**src/rtl/regfile_pkg.sv**
```systemverilog
// Shared defaults and helpers for the multi-port register file slice.
// Optional write-through forwarding is enabled by defining REGFILE_BYPASS_EN.
package regfile_pkg;

  localparam int unsigned DATA_W_DEF = 19;
  localparam int unsigned ADDR_W_DEF = 4;

  function automatic int unsigned num_regs(input int unsigned addr_w);
    return 32'd1 << addr_w;
  endfunction

  localparam int unsigned NUM_REGS_DEF = num_regs(ADDR_W_DEF);

  typedef logic [ADDR_W_DEF-1:0] reg_addr_t;

endpackage

```
**src/rtl/regfile_scoreboard.sv**
```systemverilog
// Per-register busy bits: set on reservation, cleared by either writeback port.
// A reservation and a writeback to the same register in one cycle leaves it busy.
module regfile_scoreboard
  import regfile_pkg::*;
#(
  parameter int unsigned ADDR_W   = ADDR_W_DEF,
  parameter bit          R0_ZERO  = 1'b1,
  localparam int unsigned NUM_REGS = num_regs(ADDR_W)
) (
  input  logic                clk,
  input  logic                rst,
  input  logic                set_en,
  input  logic [ADDR_W-1:0]   set_addr,
  input  logic                clr_a_en,
  input  logic [ADDR_W-1:0]   clr_a_addr,
  input  logic                clr_b_en,
  input  logic [ADDR_W-1:0]   clr_b_addr,
  output logic [NUM_REGS-1:0] busy
);

  logic [NUM_REGS-1:0] busy_d;

  always_comb begin
    busy_d = busy;
    for (int unsigned r = 0; r < NUM_REGS; r++) begin
      if ((clr_a_en && clr_a_addr == ADDR_W'(r)) ||
          (clr_b_en && clr_b_addr == ADDR_W'(r)))
        busy_d[r] = 1'b0;
      // Applied after the clear so a new owner keeps the register busy.
      if (set_en && set_addr == ADDR_W'(r))
        busy_d[r] = 1'b1;
    end
    if (R0_ZERO)
      busy_d[0] = 1'b0;
  end

  always_ff @(posedge clk or negedge rst) begin
    if (!rst)
      busy <= '0;
    else
      busy <= busy_d;
  end

endmodule

```
**src/rtl/regfile_mp.sv**
```systemverilog
// Multi-port register file with two writeback ports and a busy scoreboard.
// Define REGFILE_BYPASS_EN for same-cycle write-through forwarding on the read ports.
module regfile_mp
  import regfile_pkg::*;
#(
  parameter int unsigned DATA_W  = DATA_W_DEF,
  parameter int unsigned ADDR_W  = ADDR_W_DEF,
  parameter int unsigned NUM_RD  = 2,
  parameter bit          R0_ZERO = 1'b1
) (
  input  logic                     clk,
  input  logic                     rst,
  input  logic [NUM_RD*ADDR_W-1:0] rd_addr,
  output logic [NUM_RD*DATA_W-1:0] rd_data,
  output logic [NUM_RD-1:0]        rd_busy,
  input  logic                     wa_en,
  input  logic [ADDR_W-1:0]        wa_addr,
  input  logic [DATA_W-1:0]        wa_data,
  input  logic                     wb_en,
  input  logic [ADDR_W-1:0]        wb_addr,
  input  logic [DATA_W-1:0]        wb_data,
  input  logic                     rsv_en,
  input  logic [ADDR_W-1:0]        rsv_addr,
  output logic                     wr_conflict
);

  localparam int unsigned NUM_REGS = num_regs(ADDR_W);

  logic [DATA_W-1:0]   mem [NUM_REGS];
  logic [NUM_REGS-1:0] busy;
  logic                conflict_d;

  logic [ADDR_W-1:0]   ra;
  logic [DATA_W-1:0]   rdat;
  logic                rbsy;
`ifdef REGFILE_BYPASS_EN
  logic                wa_hit;
  logic                wb_hit;
  logic                rsv_hit;
`endif

  // Port B wins a same-address collision; r0 is never stored when hardwired.
  always_ff @(posedge clk or negedge rst) begin
    if (!rst) begin
      for (int unsigned r = 0; r < NUM_REGS; r++)
        mem[r] <= '0;
    end else begin
      for (int unsigned r = 0; r < NUM_REGS; r++) begin
        if (!(R0_ZERO && r == 0)) begin
          if (wb_en && wb_addr == ADDR_W'(r))
            mem[r] <= wb_data;
          else if (wa_en && wa_addr == ADDR_W'(r))
            mem[r] <= wa_data;
        end
      end
    end
  end

  assign conflict_d = wa_en && wb_en && (wa_addr == wb_addr) &&
                      !(R0_ZERO && wa_addr == '0);

  always_ff @(posedge clk or negedge rst) begin
    if (!rst)
      wr_conflict <= 1'b0;
    else
      wr_conflict <= conflict_d;
  end

  regfile_scoreboard #(
    .ADDR_W  (ADDR_W),
    .R0_ZERO (R0_ZERO)
  ) u_scoreboard (
    .clk        (clk),
    .rst        (rst),
    .set_en     (rsv_en),
    .set_addr   (rsv_addr),
    .clr_a_en   (wa_en),
    .clr_a_addr (wa_addr),
    .clr_b_en   (wb_en),
    .clr_b_addr (wb_addr),
    .busy       (busy)
  );

  always_comb begin
    rd_data = '0;
    rd_busy = '0;
    ra      = '0;
    rdat    = '0;
    rbsy    = 1'b0;
`ifdef REGFILE_BYPASS_EN
    wa_hit  = 1'b0;
    wb_hit  = 1'b0;
    rsv_hit = 1'b0;
`endif
    for (int unsigned i = 0; i < NUM_RD; i++) begin
      ra   = rd_addr[i*ADDR_W +: ADDR_W];
      rdat = mem[ra];
      rbsy = busy[ra];
`ifdef REGFILE_BYPASS_EN
      // Writes held off by reset are not forwarded, matching the array.
      wa_hit  = rst && wa_en && (wa_addr == ra);
      wb_hit  = rst && wb_en && (wb_addr == ra);
      rsv_hit = rsv_en && (rsv_addr == ra);
      if (wb_hit)
        rdat = wb_data;
      else if (wa_hit)
        rdat = wa_data;
      if ((wa_hit || wb_hit) && !rsv_hit)
        rbsy = 1'b0;
`endif
      if (R0_ZERO && ra == '0) begin
        rdat = '0;
        rbsy = 1'b0;
      end
      rd_data[i*DATA_W +: DATA_W] = rdat;
      rd_busy[i]                  = rbsy;
    end
  end

endmodule
```
**config.mk**
```make
export PLATFORM = sky130hd
export DESIGN_NAME = regfile_mp
export DESIGN_NICKNAME = d
export VERILOG_FILES = /design/src/rtl/regfile_pkg.sv /design/src/rtl/regfile_scoreboard.sv /design/src/rtl/regfile_mp.sv
export SDC_FILE = /design/constraint.sdc
export NUM_CORES = 1
export LEC_CHECK = 0
export ABC_AREA = 1
export CORE_UTILIZATION = 33
export CTS_CLUSTER_SIZE = 30
export DETAILED_ROUTE_END_ITERATION = 12
export GPL_ROUTABILITY_DRIVEN = 0
export PLACE_DENSITY = 0.63
export SYNTH_ARGS = -nofsm -noshare
export SYNTH_HDL_FRONTEND = slang
export SYNTH_HIERARCHICAL = 1
export SYNTH_SLANG_ARGS = --single-unit
```
**constraint.sdc**
```tcl
create_clock -name clk -period 1.7 [get_ports clk]
set_input_delay 0.34 -clock clk [delete_from_list [all_inputs] [get_ports clk]]
set_output_delay 0.34 -clock clk [all_outputs]
set_load 0.03 [all_outputs]
```
# Word level (Yosys, flattened, before mapping)
# Cells that the tools add are included.
[word_totals]
ff_bits = 301
inputBits = 63
elab_cells = 254
[classes]
order_cmp = 4
eq_ne = 46
n_mux = 74
bitwise_logic = 2
n_reduce_logical = 97
[op_table]
columns = ["op", "n"]
rows = [
  ["19-bit 2-to-1 mux", 36],
  ["19-bit binary-select mux with 4-bit select", 2],
  ["4-bit == test (second input constant)", 24],
  ["2-bit nonzero test", 30],
  ["4-bit by 3-bit == test with 1-bit output (second input constant)", 12],
  ["1-bit logical AND", 48],
  ["1-bit 2-to-1 mux", 34],
  ["4-bit by 2-bit == test with 1-bit output (second input constant)", 6],
  ["1-bit logical OR", 15],
  ["4-bit by 1-bit == test with 1-bit output (second input constant)", 3],
  ["4-bit logical NOT", 3],
  ["5-bit >= comparator (second input constant)", 2],
  ["4-bit by 5-bit less-than comparator with 1-bit output (second input constant)", 2],
  ["4-bit NOT with 5-bit output", 2],
  ["1-bit binary-select mux with 4-bit select", 2],
  ["4-bit == test", 1],
  ["1-bit logical NOT", 1],
]

# Logic depth before layout (Yosys ltp)
# Gate-level depths: netlist of the first run.
[depth]
depth_word = 5
ltp_mapped = 11

# By module
# The synthesis of the first run kept the hierarchy.
[by_module_without_submodules]
columns = ["module", "n_inst", "cells_each", "area_per_inst_um2"]
rows = [
  ["regfile_mp", 1, 2667, 18452.7],
  ["regfile_scoreboard", 1, 137, 922.1],
]

# Worst setup path after synthesis of the first run
# Ideal clock, no wire load.
[synth_timing]
path_type = "input-to-output"
from = "input rd_addr[0]"
to = "output rd_busy[0]"
arrival_ps = 1740
required_time_ps = 1360
setup_slack_ps = -380
cell_stages = 8
path_buffers = 2
cell_sequence = "buf_2 inv_1 nor2_1 clkbuf_1 nand2_1 nand4_1 nand3_1 a21oi_1"
[synth_via]
elab_chain_len = 3
word_cells_on_any_way = 4
[synth_rtl]
columns = ["item", "line_no", "source"]
rows = [
  ["start: declaration", "regfile_mp.sv:13", "input logic [NUM_RD*ADDR_W-1:0] rd_addr,"],
  ["1-bit binary-select mux with 4-bit select", "regfile_mp.sv:98", "rbsy = busy[ra];"],
  ["1-bit 2-to-1 mux (implied by the code)", "regfile_mp.sv:98", ""],
  ["1-bit 2-to-1 mux *", "regfile_mp.sv:111", "if (R0_ZERO && ra == '0) begin"],
  ["end: declaration", "regfile_mp.sv:15", "output logic [NUM_RD-1:0] rd_busy,"],
]
# Every way passes the cells marked *; elsewhere a longest branch is shown, timed or not. The select of a mux whose other input is x is not followed.

# Final worst setup path of the first run
[layout_timing]
from = "input rd_addr[4]"
to = "output rd_data[26]"
[layout_via]
elab_chain_len = 5
word_cells_on_any_way = 6
[layout_rtl]
columns = ["item", "line_no", "source"]
rows = [
  ["4-bit NOT with 5-bit output (implied by the code)", "regfile_mp.sv:97", "rdat = mem[ra];"],
  ["19-bit binary-select mux with 4-bit select", "regfile_mp.sv:97", ""],
  ["19-bit 2-to-1 mux (implied by the code) (2 in a row)", "regfile_mp.sv:97", ""],
  ["19-bit 2-to-1 mux *", "regfile_mp.sv:111", ""],
  ["end: declaration", "regfile_mp.sv:14", "output logic [NUM_RD*DATA_W-1:0] rd_data,"],
]
# Marks and branches as above.

==> metrics.yaml, run 1 <==
route:
  drt-total-wl_um: 93500
  antenna_violating_nets_post_route: 0
  routed_wire_length_per_instance_um: 24.1
  violation_count_after_the_first_detailed_routing_iteration: 3101
  detailedRoute.firstPassIterationCount: 6
  detail_route.drc_violations: 0
  drt-vias-per-instance: 5.91
  routed-via-count: 22940
global_route:
  met2_global_route_usage_pct: 45.8
  gr_met3_demand_resource_pct: 7.80
  number_of_global_route_vias_before_repair: 21355
  largest_net_degree_at_the_start_of_global_routing: 56
  globalRoute.totalOverflow: 0
  grt_pass1_wl_um: 138000
  grt_antenna_before_repair: 2
  globalRouteTotalUtil_pct: 30.7
  global_route_hottest_layer: "met2"
  grt_use_met1_pct: 40.3
placed_design:
  numPortBuffers: 103
  dp_cells: 3777
  dp.final_hpwl_um: 63900
setup_path:
  critPathRequiredTime_ns: 1.36
  critical-path-top-delay-family: "simple AND/OR/NAND/NOR gates"
  critical_path.cell_chain: "buf_6 > inv_4 > nor2_4 > inv_4 > buf_12 > o211ai_1 > nand3_2 > nand2_4 > buf_12"
  slowest_delay_ns: 0.36
  critical_path.max_fanout: 6
  criticalPathCategory: "primary input to primary output"
  worstSetupStartpoint: "rd_addr[4]"
  worstPathBufferInverterCount: 5
  endpoint_kind: "primary output"
  worst_ep_arrival_time_ns: 1.86
  startpoint_type: "primary input"
  critical-path-slowest-cell: "o211ai_1"
  r2r_start: "mem[210]"
timing:
  finalWorstSetupSlack_ns: -0.496
  hold_ws_ns: 0.235
  finalClockSkew_ns: 0
  post-route-period-util_pct: 129
  tightest_slew_ns: 0.623
  maxClockFrequency_mhz: 455
  setup_violations: 40
  grt_setup_unrepaired: "true"
  final-hold-violation-count: 0
  final.min_clock_period_ns: 2.20
  max_slew_margin_pct: 58.4
  maxSlewViolCount: 0
cts:
  clock_sinks: 301
  numCtsBuffers: 37
  clock_tree_from_tritoncts: "done"
  htreeDepth: 2
  cts_root_buffer: "clkbuf_16"
  max-clock-path-buffers: 3
  insertion_delay_ns: 0.58
  worst_setup_hold_path_clk_slew_ns: 0.06
cells_and_area:
  final_cell_mix: "nand2_1 (639), o21ai_0 (444), dfrtp_1 (300)"
  share_of_layout_cells_above_drive_strength_1_pct: 24.8
  layout_commonest_cell: "nand2_1"
  fill_cells: 5626
  final_net_count: 3156
  filler_free_cell_count_of_the_finished_design: 3884
  area_delta_synth_final_pct: 39.0
power:
  internal-power_mw: 16.9
  max-vdd-ir-drop_mv: 0.708
  power_frac_comb_pct: 30.8
  net-switching-power_mw: 9.51
  powerDensity_nw_per_um2: 979
  report.power.total_mw: 26.4
  p_clk_share_pct: 30.8
  seq_power_share_pct: 38.4
  power.switching_fraction_pct: 36.1
  total_leakage_power_nw: 12.2
floorplan:
  initial_core_util_pct: 33.5
  design.die.area_um2: 59700
  io-pin-count: 104
  num_rows: 88
  die_width_um: 244
  die_height_um: 244
  core_area_um2: 57800
yosys:
  synthesis.nets: 2867
  cell_area_after_technology_mapping_um2: 19400
  synth_sequential_area_ratio_pct: 38.9
  count_of_flip_flops_with_a_built_in_enable_after_synthesis: 0
  ys_types: 31
  asyncSetResetFlopFracSynth_pct: 100
  post_synth_inst_count: 2804
  synthFlopType: "dfrtp_1"
  syn_avg_cell_area_um2: 6.91
  yosys_register_bits: 301
  ys.warnings.count: 44
job:
  cap_viol_max_count: 0
hold_path:
  hp-class: "primary input to asynchronous set/reset pin"
outcome:
  status: "complete, but fails checks"
  violations: "negative setup slack"
[worst register-to-register path, stage by stage (launching register included)]
cell	delay [ns]
dfrtp_1	0.42
buf_4	0.15
buf_4	0.12
nand2_1	0.05
o21ai_1	0.06
[cell families (layout without fill, tap and decap cells)]
kind of cell	after synthesis	after routing	synth area share, %
compound gates	979	979	28.1
buf+inv	467	781	9.91
simple gates	1055	1055	23.0
other cells	1	2	0.0194
xor+xnor	1	1	0.0452
flops	301	301	38.9
[path summary, 6_finish.rpt]
| path | end | slack [ns] | depth (start not counted) |
|---|---|---|---|
| max reg2reg | mem[210] | 0.80 | 4 |
| max in group asynchronous | mem[12] | 0.78 | 3 |
| min | mem[232] | 0.23 | 2 |
| min reg2reg | mem[178] | 0.50 | 2 |
| max | rd_data[26] | -0.50 | 9 |
| min in group clk | u_scoreboard/busy[3] | 0.41 | 5 |
[repair_timing]
action	4_1_cts	5_1_grt
buffers inserted	23	14
hold buffers	1	0
gates cloned	8	1
pin swaps	92	67
gates resized for setup	206	132
endpoints found under the setup margin	107	205
endpoints found under the hold margin	39	0
[stage by stage]
stage	cell area (µm²)	utilization [%]	worst slack [ns]	TNS (ns)
after global routing	26900	46.6	-0.503	-16.46
final	26900	46.6	-0.496	-15.32
after floorplan	19800	-	-0.00971	-0.0213
after detailed placement	24400	42.2	-0.731	-167.29
after global placement	24400	42.2	-0.727	-160.45
after CTS	26500	45.8	-0.452	-14.54
[power groups by stage]
stage	clock network (mW)	logic [mW]	registers [mW]
floorplan	0	4.16	9.73
global placement	0	7.13	10.0
detailed placement	0	7.23	10.1
CTS	8.11	7.70	10.0
global route	8.40	8.75	10.3
finish	8.13	8.13	10.1
[state kept, by name, summed over array words and instances, names as in the netlist]
register,flops
u_scoreboard/busy,15
mem,285
wr_conflict,1
[metal layers]
layer,vias up,share of wire (%)
met3,404,13
li1,10077,-
met2,1745,43
met4,2,6.6
met1,10712,37
met5,-,0.014
[final cells by class]
type                            instances  area [µm²]  area share, %
Antenna cell                            1        2.50        0.00929
Clock buffer                           54        1090           4.05
Clock inverter                         10        98.8          0.367
Inverter                              247         938           3.48
Multi-Input combinational cell       2036       10800           40.0
Sequential cell                       301        7530           28.0
Tap cell                              765         957           3.55
Timing Repair Buffer                  470        5540           20.6
[synth_stat cells (3+ instances only)]
library cell	count	area, µm²
nor2_4	11	124
nand3_1	148	741
nor2_1	128	480
nand4_1	36	225
nor3_1	3	15.0
nand2_1	697	2620
buf_4	13	97.6
o211ai_1	139	1040
buf_1	10	37.5
inv_1	222	833
buf_2	65	325
o22ai_1	23	144
clkbuf_1	127	477
nand3_4	3	52.6
o21ai_0	500	2500
o221ai_1	19	166
inv_2	23	86.3
nand2_2	6	37.5
a22oi_1	38	285
dfrtp_1	301	7530
nor2_2	18	113
a21oi_1	192	961
buf_6	5	56.3
o21ai_1	66	330
(Power assumes the default switching activity.)
==> run 2: changes to the inputs <==
Settings changed: PLACE_DENSITY 0.63 to 0.48, TNS_END_PERCENT set to 30.
==> metrics.yaml, run 2 (same netlist as run 1, synthesis figures left out) <==
floorplan:
  design.die.area_um2: 59700  # unchanged
  initial_core_util_pct: 33.5  # unchanged
  io-pin-count: 104  # unchanged
  die_width_um: 244  # unchanged
  core_area_um2: 57800  # unchanged
  die_height_um: 244  # unchanged
  num_rows: 88  # unchanged
cts:
  cts_root_buffer: "clkbuf_16"
  numCtsBuffers: 41  # +11%
  worst_setup_hold_path_clk_slew_ns: 0.06  # about the same
  htreeDepth: 2  # unchanged
  max-clock-path-buffers: 3  # unchanged
  clock_sinks: 301  # unchanged
  insertion_delay_ns: 0.58  # about the same
  clock_tree_from_tritoncts: "done"
power:
  powerDensity_nw_per_um2: 1010  # +3.0%
  max-vdd-ir-drop_mv: 0.764  # +7.9%
  total_leakage_power_nw: 12.3  # +0.52%
  report.power.total_mw: 27.4  # +4.0%
setup_path:
  startpoint_type: "flip-flop"
  critPathRequiredTime_ns: 1.36  # about the same
  reg2reg_to: "mem[103]"
  criticalPathCategory: "flip-flop to primary output"
  critical_path.max_fanout: 3  # -3
  r2r_start: "mem[103]"
  worst_ep_arrival_time_ns: 1.85  # about the same
  endpoint_kind: "primary output"
  rr_worst_depth: 4  # unchanged
  setup.reg_to_reg.worst_slack_ns: 0.77  # -0.03 ns
route:
  violation_count_after_the_first_detailed_routing_iteration: 3016  # -2.7%
  antenna_violating_nets_post_route: 0  # unchanged
  detail_route.drc_violations: 0  # unchanged
  routed_wire_length_per_instance_um: 25.0  # +3.7%
  detailedRoute.firstPassIterationCount: 6  # unchanged
  drt-vias-per-instance: 5.78  # -2.1%
  routed-via-count: 22467  # -2.1%
  drt-total-wl_um: 97000  # +3.7%
cells_and_area:
  finish.utilization_pct: 47.1  # +0.48 points
  largest_reg_flops: 285  # unchanged
  final_net_count: 3153  # -0.095%
  fin_area_um2: 27200  # +1.0%
  top_regs: "mem x285, u_scoreboard/busy x15, wr_conflict x1"
  layout_commonest_cell: "nand2_1"
  final_cell_mix: "nand2_1 (634), o21ai_0 (428), dfrtp_1 (298)"
  area_delta_synth_final_pct: 40.5
  top_register: "mem"
  share_of_layout_cells_above_drive_strength_1_pct: 25.3  # +0.51 points
global_route:
  grt_pass1_wl_um: 142000  # +3.3%
  largest_net_degree_at_the_start_of_global_routing: 53  # -5.4%
  grt_antenna_before_repair: 5  # +3
  globalRoute.totalOverflow: 0  # unchanged
  number_of_global_route_vias_before_repair: 21270  # -0.40%
  globalRouteTotalUtil_pct: 31.9  # +1.3 points
outcome:
  violations: "negative setup slack"
  status: "complete, but fails checks"
timing:
  tightest_slew_ns: 0.605  # -0.0178 ns
  final.min_clock_period_ns: 2.19  # -0.00197 ns
  setup_violations: 40  # unchanged
  finalWorstSetupSlack_ns: -0.494  # +0.00197 ns
  max_slew_margin_pct: 59.5  # +1.2 points
  maxSlewViolCount: 0  # unchanged
  post-route-period-util_pct: 129  # about the same
  maxClockFrequency_mhz: 456  # about the same
  finalClockSkew_ns: 0  # unchanged
  final-hold-violation-count: 0  # unchanged
  grt_setup_unrepaired: "true"
job:
  cap_viol_max_count: 0  # unchanged
placed_design:
  placed_cell_area_um2: 24600  # +0.79%
  numPortBuffers: 103  # unchanged
  dp.final_hpwl_um: 68300  # +6.9%
hold_path:
  hp-class: "primary input to asynchronous set/reset pin"
## run 2: changes by cell type in the layout (fill, tap and decap cells not counted), moves of 12 or more
cell / before / now
buf_12: 121 / 133
buf_6: 30 / 18
o21ai_0: 444 / 428
o21ai_1: 114 / 126
## run 2: power breakdown
part | switching [mW] | internal [mW]
clock network | 3.74 | 5.23
registers | 1.28 | 8.90
logic | 4.83 | 3.47
## run 2: final cells by class
cell class | instances | area (µm²)
antenna | 1 | 2.50
clock buffer | 54 | 1190
clock inverter | 18 | 183
fill | 5648 | 30600
inverter | 247 | 957
multi-input combinational | 2036 | 10800
sequential | 301 | 7540
tap | 765 | 957
timing repair buffer | 463 | 5550
## run 2: layer usage
layer  global-route usage [%]  part of all wire, %  up-vias
li1                         -                    -    10085
met1                     45.6                   43    10858
met2                     48.1                   44     1318
met3                     5.85                   10      206
met4                     11.0                  3.3        0
met5                        0                    0        -
## run 2: how the worst max path moves through the flow
stage                     cells after the start           to  startpoint
after floorplan                              10  rd_data[20]  rd_addr[5]
after global placement                        8     mem[204]  wa_addr[1]
after detailed placement                      8     mem[207]  wa_addr[1]
after CTS                                     5  rd_data[13]    mem[108]
after global routing                          6   rd_data[0]     mem[95]
final                                         6   rd_data[0]     mem[95]
## run 2: worst max-delay path: stages, from the launching register on
cell and delay, ns:
dfrtp_1 0.40, o211ai_1 0.20, nand4_1 0.18, nand3_1 0.15
buf_6 0.13, nand2_4 0.07, buf_12 0.14
## run 2: timing repair
action / 4_1_cts / 5_1_grt
buffers inserted: 17 / 22
resized for setup: 238 / 123
cloned: 5 / 2
pin swaps: 116 / 95
endpoints found under the setup margin: 147 / 183
hold buffers: 1 / 0
endpoints found under the hold margin: 68 / 0
## run 2: metrics by stage
stage	worst slack, ns	std cells	hold WS (ns)	setup TNS, ns
3_3_place_gp	-0.801	3778	0.257	-183.59
4_1_cts	-0.516	3863	0.236	-15.36
3_5_place_dp	-0.842	3778	0.260	-187.71
6_report	-0.494	3885	0.252	-15.38
2_1_floorplan	-0.0113	2804	0.0444	-0.0948
5_1_grt	-0.546	3884	0.250	-18.05
